## config.mk

```make
export PLATFORM = sky130hd
export DESIGN_NAME = bash_fetch
export DESIGN_NICKNAME = d
export VERILOG_FILES = /design/src/rtl/bash_fetch.sv
export SDC_FILE = /design/constraint.sdc
export NUM_CORES = 1
export LEC_CHECK = 0
export ABC_AREA = 1
export CORE_UTILIZATION = 50
export CTS_CLUSTER_DIAMETER = 60
export DETAILED_ROUTE_END_ITERATION = 16
export PLACE_DENSITY = 0.69
export SETUP_SLACK_MARGIN = 0.4
export SYNTH_ARGS = -nofsm -noshare
export SYNTH_HDL_FRONTEND = slang
export SYNTH_SLANG_ARGS = --single-unit
```

## constraint.sdc

```tcl
create_clock -name clk_i -period 4.2 [get_ports clk_i]
set_clock_uncertainty 0.2 [all_clocks]
set_input_delay 0.84 -clock clk_i [delete_from_list [all_inputs] [get_ports clk_i]]
set_output_delay 0.84 -clock clk_i [all_outputs]
set_load 0.03 [all_outputs]
```

## src/rtl/bash_fetch.sv

```systemverilog
// rtl/bash_fetch.sv - bias byte loader and per-group packed bias word server
//
// Loads a layer's bias bytes from a byte stream, packs every eight bytes into
// a 64-bit group word ([63:32] 3x3 biases, [31:0] 1x1 biases, MSB byte =
// lowest channel) and serves one word per output-channel group.
//
// Ports:
//   clk_i          system clock
//   rst_n_i        asynchronous active-low reset
//   layer_start_i  pulse: start loading a new layer (abandons any load)
//   num_groups_i   groups in layer minus 1, sampled on layer_start_i
//   bias_data_i    bias byte, stream order group 0 byte 0 .. byte 7, group 1 ..
//   bias_valid_i   bias_data_i valid
//   bias_ready_o   byte accepted when bias_valid_i & bias_ready_o
//   group_rst_i    pulse: point back to group 0 (wins over group_next_i)
//   group_next_i   pulse: advance to next group, wrapping after num_groups
//   bash_2_o       packed bias word for the current group
//   bash_valid_o   bash_2_o holds a valid word
//   load_done_o    pulse when the last byte of the layer has been written
module bash_fetch #(
  parameter int MAX_GROUPS = 16,
  parameter int GRP_W      = 4
) (
  input  logic             clk_i,
  input  logic             rst_n_i,
  input  logic             layer_start_i,
  input  logic [GRP_W-1:0] num_groups_i,
  input  logic [7:0]       bias_data_i,
  input  logic             bias_valid_i,
  output logic             bias_ready_o,
  input  logic             group_rst_i,
  input  logic             group_next_i,
  output logic [63:0]      bash_2_o,
  output logic             bash_valid_o,
  output logic             load_done_o
);

  typedef enum logic [1:0] {
    IDLE  = 2'd0,
    LOAD  = 2'd1,
    SERVE = 2'd2
  } state_t;

  state_t           state_q, state_d;
  logic [2:0]       byte_cnt;
  logic [GRP_W-1:0] grp_cnt;
  logic [GRP_W-1:0] num_groups_q;
  logic [GRP_W-1:0] rd_ptr;
  logic [GRP_W-1:0] ptr_adv;
  // Only the first seven bytes of a group need holding; the eighth arrives
  // live on bias_data_i when the word is written.
  logic [55:0]      pack_q;
  logic [63:0]      pack_next;
  logic [63:0]      buffer [MAX_GROUPS];
  logic             accept;
  logic             word_done;
  logic             last_byte;

  assign accept    = (state_q == LOAD) && bias_valid_i && bias_ready_o;
  assign pack_next = {pack_q, bias_data_i};
  assign word_done = accept && (byte_cnt == 3'd7);
  assign last_byte = word_done && (grp_cnt == num_groups_q);
  assign ptr_adv   = (rd_ptr == num_groups_q) ? '0 : rd_ptr + GRP_W'(1);

  always_comb begin
    state_d = state_q;
    if (layer_start_i) begin
      state_d = LOAD;
    end else begin
      case (state_q)
        LOAD:    if (last_byte) state_d = SERVE;
        default: state_d = state_q;
      endcase
    end
  end

  // Buffer contents survive reset; only written on a completed group word.
  always_ff @(posedge clk_i) begin
    if (word_done) buffer[grp_cnt] <= pack_next;
  end

  always_ff @(posedge clk_i or negedge rst_n_i) begin
    if (!rst_n_i) begin
      state_q      <= IDLE;
      byte_cnt     <= '0;
      grp_cnt      <= '0;
      num_groups_q <= '0;
      rd_ptr       <= '0;
      pack_q       <= '0;
      bias_ready_o <= 1'b0;
      bash_2_o     <= '0;
      bash_valid_o <= 1'b0;
      load_done_o  <= 1'b0;
    end else begin
      state_q     <= state_d;
      load_done_o <= 1'b0;
      if (layer_start_i) begin
        num_groups_q <= num_groups_i;
        byte_cnt     <= '0;
        grp_cnt      <= '0;
        bash_valid_o <= 1'b0;
        bias_ready_o <= 1'b1;
      end else begin
        case (state_q)
          LOAD: begin
            if (accept) begin
              pack_q   <= pack_next[55:0];
              byte_cnt <= byte_cnt + 3'd1;
              if (word_done) grp_cnt <= grp_cnt + GRP_W'(1);
              if (last_byte) begin
                bias_ready_o <= 1'b0;
                load_done_o  <= 1'b1;
              end
            end
          end
          SERVE: begin
            // load_done_o is high only in the first SERVE cycle, so it
            // doubles as the entry marker for the initial group-0 read.
            if (load_done_o || group_rst_i) begin
              rd_ptr       <= '0;
              bash_2_o     <= buffer[0];
              bash_valid_o <= 1'b1;
            end else if (group_next_i) begin
              rd_ptr   <= ptr_adv;
              bash_2_o <= buffer[ptr_adv];
            end
          end
          default: ;
        endcase
      end
    end
  end

endmodule

```

==> results of run 1 <==
[registers in the layout, summed over array words and instances (netlist names)]
signal and flops:
rd_ptr 4, pack_q 56, num_groups_q 4, bash_valid_o 1
buffer 1024, bias_ready_o 1, byte_cnt 3, state_q 2
grp_cnt 4, bash_2_o 64, load_done_o 1
[cell families (layout without fill, tap and decap cells)]
| group | count (synthesis) | after routing |
|---|---|---|
| AO/OA/AOI/OAI | 228 | 228 |
| XOR/XNOR | 4 | 4 |
| adder cells (fa/ha/maj) | 7 | 7 |
| buffers and inverters | 839 | 926 |
| flip-flops | 1164 | 1164 |
| multiplexers | 40 | 40 |
| AND/OR/NAND/NOR | 2138 | 2138 |
[report_power, final]
part | internal (mW) | leakage (nW) | total (mW) | switching, mW
clock | 6.31 | 1.97 | 10.7 | 4.42
combinational | 0.711 | 9.01 | 2.20 | 1.49
sequential | 13.5 | 11.0 | 14.5 | 0.983
total | 20.5 | 22.0 | 27.4 | 6.89
[cells in the mapped netlist, types with 64 or more instances]
library cell,count
buf_2,133
nand3_1,1028
clkbuf_1,95
o21ai_0,78
edfxtp_1,1024
a21oi_1,77
or2_2,128
nand2_1,559
dfrtp_1,140
inv_1,538
nor2_1,290
o2111ai_1,64
nand3b_1,128
[through the flow]
stage | worst slack, ns | power [mW] | utilization | hold slack (ns)
global placement | 0.587 | 16.8 | 0.529 | 0.262
detailed placement | 0.564 | 16.9 | 0.529 | 0.269
finish | 0.693 | 27.4 | 0.570 | 0.0780
global route | 0.552 | 28.3 | 0.570 | 0.124
floorplan | -0.570 | 15.7 | - | 0.246
CTS | 0.743 | 27.5 | 0.570 | 0.0580
[metal layers]
layer,up-vias,global-route usage,wire (um)
met2,1313,0.407,60200
li1,15200,-,-
met3,179,0.0309,8460
met1,16300,0.336,51700
met5,-,0,0
met4,0,0.0720,2790
[area by class of cell]
| type | count | area, sq um |
|---|---|---|
| Clock buffer | 167 | 3350 |
| Clock inverter | 54 | 662 |
| Fill cell | 7736 | 42400 |
| Inverter | 544 | 2060 |
| Multi-Input combinational cell | 2417 | 12300 |
| Sequential cell | 1164 | 34300 |
| Tap cell | 1287 | 1610 |
| Timing Repair Buffer | 161 | 1950 |
[path summary, 6_finish.rpt]
check	startpoint	to	slack, ns	depth (start not counted)
max in group asynchronous	rst_n_i	bash_2_o[40]	2.90	2
hold reg to reg	byte_cnt[1]	byte_cnt[1]	0.28	2
setup / recovery	rd_ptr[0]	bash_2_o[14]	0.69	12
hold / removal	rst_n_i	pack_q[50]	0.08	1
min in group clk_i	byte_cnt[1]	byte_cnt[1]	0.28	2
setup reg to reg	rd_ptr[0]	bash_2_o[14]	0.69	12
==> flow_metrics.env, run 1 <==
export IMPL_detail_route_drc_violations=0
export IMPL_critical_path_buf_inv_count=3
export IMPL_pin_count=85
export IMPL_tritoncts_num_buffers=116
export IMPL_drt_vias_per_instance=5.69
export IMPL_worst_endpoint_required_ns=4.59
export IMPL_cts_root_buf="clkbuf_16"
export IMPL_critPathLaunchType="flop"
export IMPL_cp_end_kind="flop"
export IMPL_synthSimpleGateAreaFrac=0.203
export IMPL_clk_latency_ns=0.71
export IMPL_status="finished clean"
export IMPL_cts_tree="done"
export IMPL_synth_xor_area_frac=0.000703
export IMPL_synthTopCellsByArea="edfxtp_1 62%, nand3_1 10%, dfrtp_1 7.0%, nand2_1 4.2%, inv_1 4.0%"
export IMPL_worst_slew_pin_transition_ns=1.21
export IMPL_grt_overflow_total=0
export IMPL_finalCritPeriodShare=0.835
export IMPL_grt_setup_unrepaired="no"
export IMPL_initial_core_util=0.506
export IMPL_yosysTopAreaCellShare=0.617
export IMPL_synth_seq_area_share=0.687
export IMPL_finish_instance_area_sq_um=56200
export IMPL_crit_path_cell_trace="inv_8, nand2_1, nand2_1, nor2_1, nand2_4, nand2_4, clkinv_2, buf_4, nand3_1, nand3_1, nand2_1, nand2_1"
export IMPL_track_usage=0.244
export IMPL_avgRoutedWirePerCell_um=21.3
export IMPL_setup_tns_ns=0
export IMPL_power_dens_cells_nw_per_um2=488
export IMPL_leakagePower_nw=22.0
export IMPL_ctsHoldBuffers=0
export IMPL_drt_first_pass_iters=6
export IMPL_cp_arrival_ns=3.90
export IMPL_drt_total_wl_um=123000
export IMPL_grt_antenna_before_repair=0
export IMPL_drv_max_cap_violation_count=0
export IMPL_dp_hpwl_um=63800
export IMPL_clock_transition_time_at_the_flip_flop_clock_pins_of_the_worst_setup_and_hold_paths_ns=0.06
export IMPL_die_x_um=318
export IMPL_non_filler_cells_final=5794
export IMPL_postCtsSetupBuffers=0
export IMPL_vias=32900
export IMPL_complex_gate_fraction_of_the_synthesized_area=0.0280
export IMPL_yosysUniqueCellTypes=29
export IMPL_antennaDiodeCount=0
export IMPL_post_synth_inst_count=4420
export IMPL_layout_cells_most_common_list="1028 x nand3_1, 1024 x edfxtp_1, 556 x nand2_1"
export IMPL_worst_slew_margin_rel=0.193
export IMPL_worstPathMaxFanout=30
export IMPL_finalNetCount=4429
export IMPL_yosys_most_used_dff="edfxtp_1"
export IMPL_first_global_vias=32200
export IMPL_asyncSetResetFlopFracSynth=0.120
export IMPL_routability_cong=0.773
export IMPL_final_antenna_net_count=0
export IMPL_synthesis_area_per_instance_sq_um=11.3
export IMPL_multiplexer_share_of_the_synthesized_area=0.00903
export IMPL_critical_path_top_delay_family="simple AND/OR/NAND/NOR gates"
export IMPL_max_freq_ghz=0.285
export IMPL_place_area_sq_um=52200
export IMPL_ctsResizeCount=0
export IMPL_synthAdderAreaFrac=0.00176
export IMPL_dieArea_sq_um=101000
export IMPL_critical_path_max_stage_delay_ns=0.69
export IMPL_vdd_ir_drop_max_mv=0.333
export IMPL_grt_first_pass_wirelength_um=191000
export IMPL_io_buffers=84
export IMPL_hold_removal_path_class="input pin to asynchronous set/reset pin"
export IMPL_yosysWarningCount=0
export IMPL_path_common_cell="nand2_1"
export IMPL_dominant_combinational_cell_family_by_area_after_synthesis="simple AND/OR/NAND/NOR gates"
export IMPL_netlist_area_sq_um=49900
export IMPL_mostFrequentLayoutCell="nand3_1"
export IMPL_worstSetupPathType="flop to flop"
export IMPL_synth_enable_flop_cells=1024
export IMPL_number_of_h_tree_levels=3
export IMPL_synth_nets=4445
export IMPL_layout_drive_gt1_share=0.102
export IMPL_grt_start_max_net_pins=241
export IMPL_tmin_final_ns=3.51
export IMPL_synth_top_cell_by_area="edfxtp_1"
export IMPL_clock_sinks=1164
export IMPL_max_root_sink_buffers=3
export IMPL_vert_die_dim_um=318
export IMPL_placed_cells_incl_taps=5573
export IMPL_critical_path_slowest_cell="clkinv_2"
export IMPL_drt_iter0_drc=3332
export IMPL_synth_seq_cells=1164
export IMPL_final_hold_violation_count=0
export IMPL_setup_violations_final=0
export IMPL_slew_violations=0
export IMPL_core_area_sq_um=98600
export IMPL_rows=115
export IMPL_layout_area_overhead_vs_synth_pct=12.7
(Power assumes the default switching activity.)
==> inputs of run 2 (changes only) <==
--- a/config.mk
+++ b/config.mk
@@ -9,7 +9,7 @@
 export CORE_UTILIZATION = 50
 export CTS_CLUSTER_DIAMETER = 60
 export DETAILED_ROUTE_END_ITERATION = 16
-export PLACE_DENSITY = 0.69
+export PLACE_DENSITY = 0.66
 export SETUP_SLACK_MARGIN = 0.4
 export SYNTH_ARGS = -nofsm -noshare
 export SYNTH_HDL_FRONTEND = slang
==> constraint.sdc (replaced) <==
create_clock -name clk_i -period 3.4 [get_ports clk_i]
set_clock_uncertainty 0.2 [all_clocks]
set_input_delay 0.68 -clock clk_i [delete_from_list [all_inputs] [get_ports clk_i]]
set_output_delay 0.68 -clock clk_i [all_outputs]
set_load 0.03 [all_outputs]
==> run 2 against run 1 <==
Against the previous run: setup slack got worse by 0.15 ns; die area did not move; clock power rose by 21%; first-iteration DRC count rose by 1.4%; sequential power rose by 23%; global-route usage rose by 0.57 points; largest power group unchanged; highest routed layer unchanged.
==> flow_metrics.env, run 2 (synthesized netlist as in run 1, its figures left out) <==
export IMPL_core_area_sq_um=98600
export IMPL_avgRoutedWirePerCell_um=21.8
export IMPL_detail_route_drc_violations=0
export IMPL_layout_cells_most_common_list="1028 x nand3_1, 1024 x edfxtp_1, 556 x nand2_1"
export IMPL_vert_die_dim_um=318
export IMPL_power_total_mw=33.8
export IMPL_final_antenna_net_count=0
export IMPL_worst_endpoint_required_ns=3.79
export IMPL_drv_max_cap_violation_count=0
export IMPL_io_buffers=84
export IMPL_critical_path_max_stage_delay_ns=0.53
export IMPL_multi_input_comb_area_sq_um=12300
export IMPL_layout_top_registers="buffer (1024), bash_2_o (64), pack_q (56)"
export IMPL_max_freq_ghz=0.349
export IMPL_die_x_um=318
export IMPL_drt_iter0_drc=3379
export IMPL_hold_ws_ns=0.275
export IMPL_routability_cong=0.800
export IMPL_drt_total_wl_um=127000
export IMPL_status="finished clean"
export IMPL_finalCritPeriodShare=0.842
export IMPL_antennaDiodeCount=0
export IMPL_placed_cells_incl_taps=5592
export IMPL_dp_hpwl_um=66700
export IMPL_dieArea_sq_um=101000
export IMPL_non_filler_cells_final=5823
export IMPL_flip_flop_count_of_the_largest_register_all_copies_and_words_added=1024
export IMPL_power_dens_cells_nw_per_um2=597
export IMPL_worst_slew_margin_rel=0.200
export IMPL_max_root_sink_buffers=3
export IMPL_cts_root_buf="clkbuf_16"
export IMPL_setup_violations_final=0
export IMPL_track_usage=0.250
export IMPL_pin_count=85
export IMPL_clk_latency_ns=0.72
export IMPL_clock_sinks=1164
export IMPL_drt_first_pass_iters=6
export IMPL_hold_removal_path_class="flop to flop"
export IMPL_final_hold_violation_count=0
export IMPL_clock_transition_time_at_the_flip_flop_clock_pins_of_the_worst_setup_and_hold_paths_ns=0.06
export IMPL_cts_tree="done"
export IMPL_largest_register="buffer"
export IMPL_worstPathMaxFanout=69
export IMPL_first_global_vias=32000
export IMPL_vias=33000
export IMPL_sequential_cell_area_sq_um=34300
export IMPL_grt_antenna_before_repair=0
export IMPL_grt_first_pass_wirelength_um=194000
export IMPL_crit_path_cell_trace="inv_8, nand2_1, nand2_1, nor2_1, nand2_4, buf_16, buf_6, nand3b_1, nand3_1, nand3_1, nand3_1, nand3_1, nand2_1, nand2_1"
export IMPL_rows=115
export IMPL_leakagePower_nw=22.2
export IMPL_initial_core_util=0.506
export IMPL_worst_slew_pin_transition_ns=1.20
export IMPL_tritoncts_num_buffers=119
export IMPL_grt_overflow_total=0
export IMPL_cp_end_kind="flop"
export IMPL_place_worst_setup_slack_ns=0.147
export IMPL_number_of_h_tree_levels=3
export IMPL_finalWorstSetupSlack_ns=0.538
export IMPL_drt_vias_per_instance=5.67
export IMPL_vdd_ir_drop_max_mv=0.430
export IMPL_tmin_final_ns=2.86
export IMPL_slew_violations=0
export IMPL_critPathLaunchType="flop"
export IMPL_nFillCells=7914
export IMPL_finalNetCount=4456
export IMPL_worstSetupPathType="flop to flop"
export IMPL_cp_arrival_ns=3.25
export IMPL_layout_area_overhead_vs_synth_pct=13.4
export IMPL_grt_start_max_net_pins=227
export IMPL_grt_setup_unrepaired="yes"
export IMPL_critical_path_slowest_cell="dfrtp_4"
export IMPL_mostFrequentLayoutCell="nand3_1"
export IMPL_layout_drive_gt1_share=0.105
export IMPL_rrSetupSlack_ns=0.54
==> run 2: cell count changes in the layout (fill, tap and decap cells not counted), sizes merged <==
cell         before  now
buf              77   98
clkinvlp          2    3
clkbuf          168  167
clkinv           40   50
bufinv           12    9
dlygate4sd3       0    1
==> run 2: area by class of cell <==
| cell class | instances | area share |
|---|---|---|
| flip-flops and latches | 1164 | 0.606 |
| multi-input cells | 2417 | 0.218 |
| clock buffers | 164 | 0.0585 |
| repair buffers | 185 | 0.0427 |
| inverters | 544 | 0.0365 |
| well taps | 1287 | 0.0285 |
| clock inverters | 62 | 0.0103 |
==> run 2: timing repair <==
item | CTS | global route
pin swaps | 0 | 2
gates resized for setup | 2 | 5
buffers inserted | 0 | 2
hold endpoints to repair | 46 | 0
endpoints found under the setup margin | 2 | 44
cloned | 0 | 2
hold buffers | 1 | 0
==> run 2: power breakdown <==
part	internal (mW)	switching, mW
registers	16.7	1.24
logic	0.955	1.87
clock network	7.48	5.51
total	25.1	8.61
==> run 2: worst paths after layout <==
| kind | startpoint | to | cells after the start |
|---|---|---|---|
| setup / recovery | rd_ptr[0] | bash_2_o[54] | 14 |
| hold / removal | bash_2_o[22] | bash_2_o[22] | 2 |
| setup reg to reg | rd_ptr[0] | bash_2_o[54] | 14 |
| hold reg to reg | bash_2_o[22] | bash_2_o[22] | 2 |
| max in group asynchronous | rst_n_i | bash_2_o[26] | 3 |
| min in group asynchronous | rst_n_i | pack_q[44] | 2 |
==> run 2: metrics by stage <==
| step | utilization | TNS, ns | instance area [sq um] |
|---|---|---|---|
| global placement | 0.533 | 0 | 52500 |
| global route | 0.574 | 0 | 56500 |
| finish | 0.574 | 0 | 56500 |
| CTS | 0.573 | 0 | 56400 |
| detailed placement | 0.533 | 0 | 52500 |
| floorplan | - | -166.34 | 49900 |
==> run 2: critical path: cells and delay by family (launching register included) <==
family / cells / cell delay, ns
buf+inv: 3 / 0.80
flops: 1 / 0.53
simple gates: 11 / 1.17
==> run 2: layer usage <==
layer	GRT usage	vias to the layer above	share of wire
met4	0.0866	0	0.029
li1	-	15200	-
met5	0	-	0
met3	0.0327	241	0.073
met2	0.406	1343	0.48
met1	0.347	16200	0.42
